File: src/rtl/usb_rx_bit_timer_pkg.sv
`default_nettype none
// ============================================================================
//  Module      : usb_rx_bit_timer_pkg
//  Description : Shared USB 1.1 RX timing defaults (oversampling ratio,
//                sample phase, byte length, EOP length) used by the bit
//                timer, the RX shift register and the RCU.
//  Revision    : 1.0 - initial release
// ============================================================================
package usb_rx_bit_timer_pkg;

  localparam int c_osr_default           = 8;
  localparam int c_sample_phase_default  = 4;
  localparam int c_bits_per_byte_default = 8;
  localparam int c_eop_bits_default      = 2;

  // Width of a counter that must hold the values 0..max_val inclusive.
  function automatic int cnt_width(input int max_val);
    return (max_val < 2) ? 1 : $clog2(max_val + 1);
  endfunction

endpackage
`default_nettype wire

File: src/rtl/usb_rx_bit_timer_if.sv
`default_nettype none
// ============================================================================
//  Module      : usb_rx_bit_timer_if
//  Description : Line-event inputs and bit/byte/EOP timing outputs of the
//                RX bit timer. The slave side is the timer itself.
//  Revision    : 1.0 - initial release
// ============================================================================
interface usb_rx_bit_timer_if
  import usb_rx_bit_timer_pkg::*;
#(
  parameter int BITS_PER_BYTE = c_bits_per_byte_default
);

  localparam int c_bcw = $clog2(BITS_PER_BYTE);

  logic             rx_transfer_active;
  logic             edge_det;
  logic             stuff_bit;
  logic             eop_det;
  logic             shift_en;
  logic             byte_received;
  logic [c_bcw-1:0] bit_cnt;
  logic             eop_1_comp;
  logic             eop_comp;
  logic             edge_err;

  modport master (
    output rx_transfer_active, edge_det, stuff_bit, eop_det,
    input  shift_en, byte_received, bit_cnt, eop_1_comp, eop_comp, edge_err
  );

  modport slave (
    input  rx_transfer_active, edge_det, stuff_bit, eop_det,
    output shift_en, byte_received, bit_cnt, eop_1_comp, eop_comp, edge_err
  );

endinterface
`default_nettype wire

File: src/rtl/usb_rx_bit_timer.sv
`default_nettype none
// ============================================================================
//  Module      : usb_rx_bit_timer
//  Description : USB 1.1 RX bit/byte timer. Divides the oversampled clock
//                into bit-sample strobes, re-aligns the sample phase on line
//                transitions, counts non-stuffed bits per byte and times the
//                SE0 end-of-packet.
//  Revision    : 1.0 - initial release
// ============================================================================
module usb_rx_bit_timer
  import usb_rx_bit_timer_pkg::*;
#(
  parameter int OSR           = c_osr_default,
  parameter int SAMPLE_PHASE  = c_sample_phase_default,
  parameter int BITS_PER_BYTE = c_bits_per_byte_default,
  parameter int EOP_BITS      = c_eop_bits_default,
  parameter int RESYNC_EN     = 1
) (
  input  wire logic         clk,
  input  wire logic         rst,
  usb_rx_bit_timer_if.slave bus
);

  localparam int c_pw  = $clog2(OSR);
  localparam int c_bcw = $clog2(BITS_PER_BYTE);
  localparam int c_ew  = cnt_width(EOP_BITS);

  localparam logic [c_pw-1:0]  c_phase_last   = c_pw'(OSR - 1);
  localparam logic [c_pw-1:0]  c_phase_sample = c_pw'(SAMPLE_PHASE);
  localparam logic [c_pw-1:0]  c_phase_resync = c_pw'(1);
  localparam logic [c_bcw-1:0] c_bit_last     = c_bcw'(BITS_PER_BYTE - 1);
  localparam logic [c_ew-1:0]  c_eop_full     = c_ew'(EOP_BITS);
  localparam logic [c_ew-1:0]  c_eop_last     = c_ew'(EOP_BITS - 1);

  // Reject parameter sets the timer cannot honour.
  generate
    if (OSR < 4) begin : g_chk_osr
      $error("usb_rx_bit_timer: OSR must be at least 4");
    end
    if (SAMPLE_PHASE < 0 || SAMPLE_PHASE >= OSR) begin : g_chk_phase
      $error("usb_rx_bit_timer: SAMPLE_PHASE must lie in 0..OSR-1");
    end
    if (EOP_BITS < 1) begin : g_chk_eop
      $error("usb_rx_bit_timer: EOP_BITS must be at least 1");
    end
    if (BITS_PER_BYTE < 2) begin : g_chk_bpb
      $error("usb_rx_bit_timer: BITS_PER_BYTE must be at least 2");
    end
  endgenerate

  logic [c_pw-1:0]  r_phase;
  logic [c_bcw-1:0] r_bit_cnt;
  logic [c_ew-1:0]  r_eop_cnt;

  // Reset is folded into the qualifier so no output can glitch high while
  // the asynchronous reset is held, even with SAMPLE_PHASE = 0.
  logic w_run;
  logic w_strobe;
  logic w_resync;
  logic w_count;
  logic w_se0;

  assign w_run    = bus.rx_transfer_active & ~rst;
  assign w_strobe = w_run & (r_phase == c_phase_sample);
  assign w_resync = (RESYNC_EN != 0) & bus.edge_det;
  assign w_count  = w_strobe & ~bus.stuff_bit;
  assign w_se0    = w_strobe & bus.eop_det;

  // Phase counter: a transition cycle counts as phase 0, so the next is 1.
  always_ff @(posedge clk or posedge rst) begin
    if (rst) begin
      r_phase <= '0;
    end else if (!bus.rx_transfer_active) begin
      r_phase <= '0;
    end else if (w_resync) begin
      r_phase <= c_phase_resync;
    end else if (r_phase == c_phase_last) begin
      r_phase <= '0;
    end else begin
      r_phase <= r_phase + 1'b1;
    end
  end

  // Bit counter: stuffed bits are sampled but not counted.
  always_ff @(posedge clk or posedge rst) begin
    if (rst) begin
      r_bit_cnt <= '0;
    end else if (!bus.rx_transfer_active) begin
      r_bit_cnt <= '0;
    end else if (w_count) begin
      r_bit_cnt <= (r_bit_cnt == c_bit_last) ? '0 : r_bit_cnt + 1'b1;
    end
  end

  // EOP counter: consecutive SE0 samples, saturating until a non-SE0 sample.
  always_ff @(posedge clk or posedge rst) begin
    if (rst) begin
      r_eop_cnt <= '0;
    end else if (!bus.rx_transfer_active) begin
      r_eop_cnt <= '0;
    end else if (w_strobe) begin
      if (!bus.eop_det) begin
        r_eop_cnt <= '0;
      end else if (r_eop_cnt != c_eop_full) begin
        r_eop_cnt <= r_eop_cnt + 1'b1;
      end
    end
  end

  assign bus.shift_en      = w_strobe;
  assign bus.edge_err      = w_strobe & bus.edge_det;
  assign bus.byte_received = w_count & (r_bit_cnt == c_bit_last);
  assign bus.eop_1_comp    = w_se0 & (r_eop_cnt == '0);
  assign bus.eop_comp      = w_se0 & (r_eop_cnt == c_eop_last);
  assign bus.bit_cnt       = w_run ? r_bit_cnt : '0;

endmodule
`default_nettype wire
File: src/flat_wrapper.sv
// flat-port wrapper written by rule: the top's interface ports become plain ports
module usb_rx_bit_timer_flat import usb_rx_bit_timer_pkg::*;
#(
  parameter int OSR           = c_osr_default,
  parameter int SAMPLE_PHASE  = c_sample_phase_default,
  parameter int BITS_PER_BYTE = c_bits_per_byte_default,
  parameter int EOP_BITS      = c_eop_bits_default,
  parameter int RESYNC_EN     = 1
)
  (clk, rst, bus_rx_transfer_active, bus_edge_det, bus_stuff_bit, bus_eop_det, bus_shift_en, bus_byte_received, bus_bit_cnt, bus_eop_1_comp, bus_eop_comp, bus_edge_err);
  usb_rx_bit_timer_if #(.BITS_PER_BYTE(BITS_PER_BYTE)) bus_i ();
  input  wire logic clk;
  input  wire logic rst;
  input wire logic [$bits(bus_i.rx_transfer_active)-1:0] bus_rx_transfer_active;
  input wire logic [$bits(bus_i.edge_det)-1:0] bus_edge_det;
  input wire logic [$bits(bus_i.stuff_bit)-1:0] bus_stuff_bit;
  input wire logic [$bits(bus_i.eop_det)-1:0] bus_eop_det;
  output wire logic [$bits(bus_i.shift_en)-1:0] bus_shift_en;
  output wire logic [$bits(bus_i.byte_received)-1:0] bus_byte_received;
  output wire logic [$bits(bus_i.bit_cnt)-1:0] bus_bit_cnt;
  output wire logic [$bits(bus_i.eop_1_comp)-1:0] bus_eop_1_comp;
  output wire logic [$bits(bus_i.eop_comp)-1:0] bus_eop_comp;
  output wire logic [$bits(bus_i.edge_err)-1:0] bus_edge_err;
  assign bus_i.rx_transfer_active = bus_rx_transfer_active;
  assign bus_i.edge_det = bus_edge_det;
  assign bus_i.stuff_bit = bus_stuff_bit;
  assign bus_i.eop_det = bus_eop_det;
  assign bus_shift_en = bus_i.shift_en;
  assign bus_byte_received = bus_i.byte_received;
  assign bus_bit_cnt = bus_i.bit_cnt;
  assign bus_eop_1_comp = bus_i.eop_1_comp;
  assign bus_eop_comp = bus_i.eop_comp;
  assign bus_edge_err = bus_i.edge_err;
  usb_rx_bit_timer #(.OSR(OSR), .SAMPLE_PHASE(SAMPLE_PHASE), .BITS_PER_BYTE(BITS_PER_BYTE), .EOP_BITS(EOP_BITS), .RESYNC_EN(RESYNC_EN)) u_core (.clk(clk), .rst(rst), .bus(bus_i));
endmodule
File: config.mk
export PLATFORM = sky130hd
export DESIGN_NAME = usb_rx_bit_timer_flat
export DESIGN_NICKNAME = d
export VERILOG_FILES = /design/src/rtl/usb_rx_bit_timer_pkg.sv /design/src/rtl/usb_rx_bit_timer_if.sv /design/src/rtl/usb_rx_bit_timer.sv /design/src/flat_wrapper.sv
export SDC_FILE = /design/constraint.sdc
export NUM_CORES = 1
export LEC_CHECK = 0
export ABC_CLOCK_PERIOD_IN_PS = 1500
export CORE_AREA = 2 2 39 41
export CTS_BUF_LIST = sky130_fd_sc_hd__clkbuf_2 sky130_fd_sc_hd__clkbuf_4 sky130_fd_sc_hd__clkbuf_8
export CTS_CLUSTER_DIAMETER = 40
export CTS_CLUSTER_SIZE = 28
export DETAILED_ROUTE_END_ITERATION = 12
export DIE_AREA = 0 0 41 43
export GPL_TIMING_DRIVEN = 0
export PLACE_DENSITY = 0.68
export SLEW_MARGIN = 20
export SYNTH_ARGS = -nofsm -noshare
export SYNTH_HDL_FRONTEND = slang
export SYNTH_SLANG_ARGS = --single-unit
File: constraint.sdc
create_clock -name clk -period 1.5 [get_ports clk]
set_input_delay 0.3 -clock clk [delete_from_list [all_inputs] [get_ports clk]]
set_output_delay 0.3 -clock clk [all_outputs]
set_load 0.005 [all_outputs]
==> results <==
==> stage by stage <==
stage	TNS (ps)	instance area, sq um	total power, mW	hold slack, ps
finish	-766	790	0.439	158
global placement	-3630	679	0.267	515
CTS	-923	764	0.435	175
floorplan	0	539	0.249	116
detailed placement	-3650	679	0.268	518
global route	-1160	790	0.463	195
==> area by class of cell <==
| type | instances | area, sq um | area share (%) |
|---|---|---|---|
| flip-flops and latches | 8 | 200 | 25.4 |
| well taps | 16 | 20.0 | 2.54 |
| clock buffers | 3 | 22.5 | 2.85 |
| repair buffers | 23 | 190 | 24.1 |
| inverters | 8 | 35.0 | 4.44 |
| multi-input cells | 34 | 310 | 39.3 |
| plain buffers | 1 | 11.3 | 1.43 |
==> power by group through the flow <==
stage | clock (mW) | combinational [mW] | sequential, mW
floorplan | 0 | 0.0229 | 0.226
global placement | 0 | 0.0413 | 0.226
detailed placement | 0 | 0.0418 | 0.226
CTS | 0.165 | 0.0481 | 0.222
global route | 0.177 | 0.0632 | 0.223
finish | 0.161 | 0.0551 | 0.222
==> Yosys cell counts <==
cell type and number:
nor4_1 1, inv_1 7, nand2b_2 1, a31o_1 3, nand2_2 1, and2_1 4
buf_6 1, nor3b_1 2, nor2b_1 1, nand4b_4 1, clkinv_4 1, o21a_1 1
ha_1 8, o32ai_1 2, nand2_1 2, and3_1 2, and3b_1 2, nor2_1 2
a21oi_1 1, dfrtp_1 8
==> metal layers <==
layer	part of all wire [%]	vias to the layer above
li1	-	226
met1	43	216
met2	54	8
met3	3.3	0
met4	0	0
met5	0	-
==> cell usage in the layout (no fill, tap or decap) <==
| cell type | Yosys | routed |
|---|---|---|
| ha_1 | 8 | 7 |
| a31o_1 | 3 | 3 |
| nor3b_1 | 2 | 2 |
| inv_2 | 0 | 2 |
| o32ai_1 | 2 | 2 |
| clkinv_4 | 1 | 1 |
| dlygate4sd2_1 | 0 | 4 |
| o21a_1 | 1 | 1 |
| inv_1 | 7 | 5 |
| nor4_1 | 1 | 1 |
| clkbuf_4 | 0 | 3 |
| nand2_2 | 1 | 1 |
| nor2_1 | 2 | 2 |
| clkdlybuf4s50_1 | 0 | 3 |
| nand2_1 | 2 | 2 |
| ha_4 | 0 | 1 |
| dfrtp_1 | 8 | 8 |
| nor2b_1 | 1 | 1 |
| buf_6 | 1 | 5 |
| and3b_1 | 2 | 2 |
| nand4b_4 | 1 | 1 |
| a21oi_1 | 1 | 1 |
| and3_1 | 2 | 2 |
| nand2b_4 | 0 | 1 |
| and2_1 | 4 | 4 |
| buf_2 | 0 | 4 |
| buf_4 | 0 | 8 |
==> critical path: cells and delay by family, from the launching register on <==
| kind | cells | cell delay, ps |
|---|---|---|
| fa+ha+maj | 1 | 150 |
| simple gates | 2 | 260 |
| flops | 1 | 360 |
| buf+inv | 4 | 360 |
==> worst max-delay path by stage <==
stage	startpoint	to	slack (ps)	cells after the start
floorplan	u_core.r_phase[0]	bus_byte_received	180	6
global placement	rst	bus_byte_received	-560	6
detailed placement	rst	bus_byte_received	-580	6
CTS	u_core.r_phase[1]	bus_eop_comp	-210	7
global route	u_core.r_phase[1]	bus_eop_comp	-260	7
finish	u_core.r_phase[1]	bus_eop_comp	-180	7
==> logic make-up after synthesis <==
kind of cell,share of synthesized area (%)
flip-flops,37.1
adder cells (fa/ha/maj),18.6
AO/OA/AOI/OAI,10.4
AND/OR/NAND/NOR,25.3
buffers and inverters,8.59
==> state kept, by name, summed over array words and instances, names as in the netlist <==
register	count
u_core.r_bit_cnt	3
u_core.r_eop_cnt	2
u_core.r_phase	3
==> repair_timing <==
action / in CTS / in global routing
pin swaps: 4 / 0
endpoints found under the setup margin: 8 / 9
setup buffers: 10 / 2
gates resized for setup: 30 / 3
==> metrics.md <==
| Metric | Value |
|---|---|
| Routed len/inst | `10.5 microns` |
| IO Count | `14` |
| Clk_skew | `1.03 ps` |
| Worst skew pair latency | `250 ps` |
| Die area | `1760 sq um` |
| Largest area contributor in the netlist | `dfrtp_1` |
| Max Clk Rate | `0.596 GHz` |
| DRC errors left | `0` |
| Worst-path clk slew | `50 ps` |
| Failing checks | `negative setup slack` |
| Via count | `450` |
| GP Congestion | `0.724` |
| Synthesized area | `539 sq um` |
| Status | `finished, violations left` |
| Met3 Resource Use GR | `1.57%` |
| Lkg Pwr | `0.436 nW` |
| Seq pwr share | `50.7%` |
| Post-synthesis cell type count | `20` |
| DRT iter0 DRCs | `0` |
| Met1 usage in global routing | `15.5%` |
| Seq/Total Area, Yosys | `37.1%` |
| WL final | `973 microns` |
| CP max stage cell | `dfrtp_1` |
| Site Rows | `14` |
| First-pass GRT wire length | `1660 microns` |
| Total grt overflow | `0` |
| Final slew viol count | `0` |
| GR peak layer | `met2` |
| CTS Buffer Depth | `2` |
| WP data arrival | `1380 ps` |
| Number of buffers created by CTS | `3` |
| Gate Count Post-Synth | `51` |
| Sw Pwr | `0.0964 mW` |
| Main area contributors after synthesis | `dfrtp_1, ha_1, inv_1` |
| CTS Sinks | `8` |
| Clock root buffer | `clkbuf_4` |
| Final nets | `93` |
| Number of H-tree levels | `1` |
| Crit-path max cell delay | `360 ps` |
| Int Pwr | `0.342 mW` |
| Routed vias/inst | `4.84` |
| Worst R2R Setup Slack | `120 ps` |
| Final worst slack | `-178 ps` |
| Combinational power share | `12.6%` |
| All-Layer GR Usage | `13.6%` |
| Syn Nets | `65` |
| Number of global-route vias before repair | `419` |
| Port Buffers | `12` |
| Largest net degree at the start of global routing | `11` |
| Measured slew at the worst slew-check pin | `292 ps` |
| RSZ-0062 raised after global routing | `true` |
| Non-filler cells, final | `93` |
| Drt first pass iters | `1` |
| Share of layout cells above drive strength 1 | `35.1%` |
| Crit-path cells | `inv_2 > ha_4 > nand4b_4 > clkinv_4 > buf_6 > and3_1 > buf_2` |
| Starting Density | `39.0%` |
| Switch share | `22.0%` |
| Slew HR | `80.5%` |
| Met2 Use GR | `23.8%` |
| Launch point of the worst reg-to-reg path | `u_core.r_phase[1]` |
| Crit start category | `flop` |
| Crit path max fanout | `4` |
| Width of the die | `41 microns` |
| Placement Setup Slack | `-578 ps` |
| Dpl hpwl | `698 microns` |
| Clock power share | `36.8%` |
| Ant diodes | `0` |
| Max Cap Viol | `0` |
| Tmin final | `1680 ps` |
| Core area | `1380 sq um` |
| Placed insts | `79` |
| Die height | `43 microns` |
| CP endpoint kind | `output pin` |
| Final setup vio count | `5` |
| Final core occ | `57.1%` |
| Synth Area per Inst | `10.6 sq um` |
| PwrDens | `556 nW/um^2` |
| Routed Antenna Nets | `0` |
| Post-CTS Hold Buffers | `0` |
| Final hold viol count | `0` |
| FF-to-FF End | `u_core.r_eop_cnt[0]` |
| Area growth from synthesis to layout | `46.4%` |
| Yosys reg bits | `8` |
| Class of the most critical setup path | `flop to output pin` |
| CTS tree | `built` |
| WP data required | `1200 ps` |
| Fin crit share | `112%` |
| Peak supply drop | `441 uV` |
| Hold Crit Class | `primary input to asynchronous set/reset pin` |
| Initial antenna violation count | `0` |
| Synth top area share | `37.1%` |
| Register-to-Register Path Depth | `7` |
| Fill cells | `130` |
| Yosys warnings | `0` |
(Power assumes the default switching activity.)
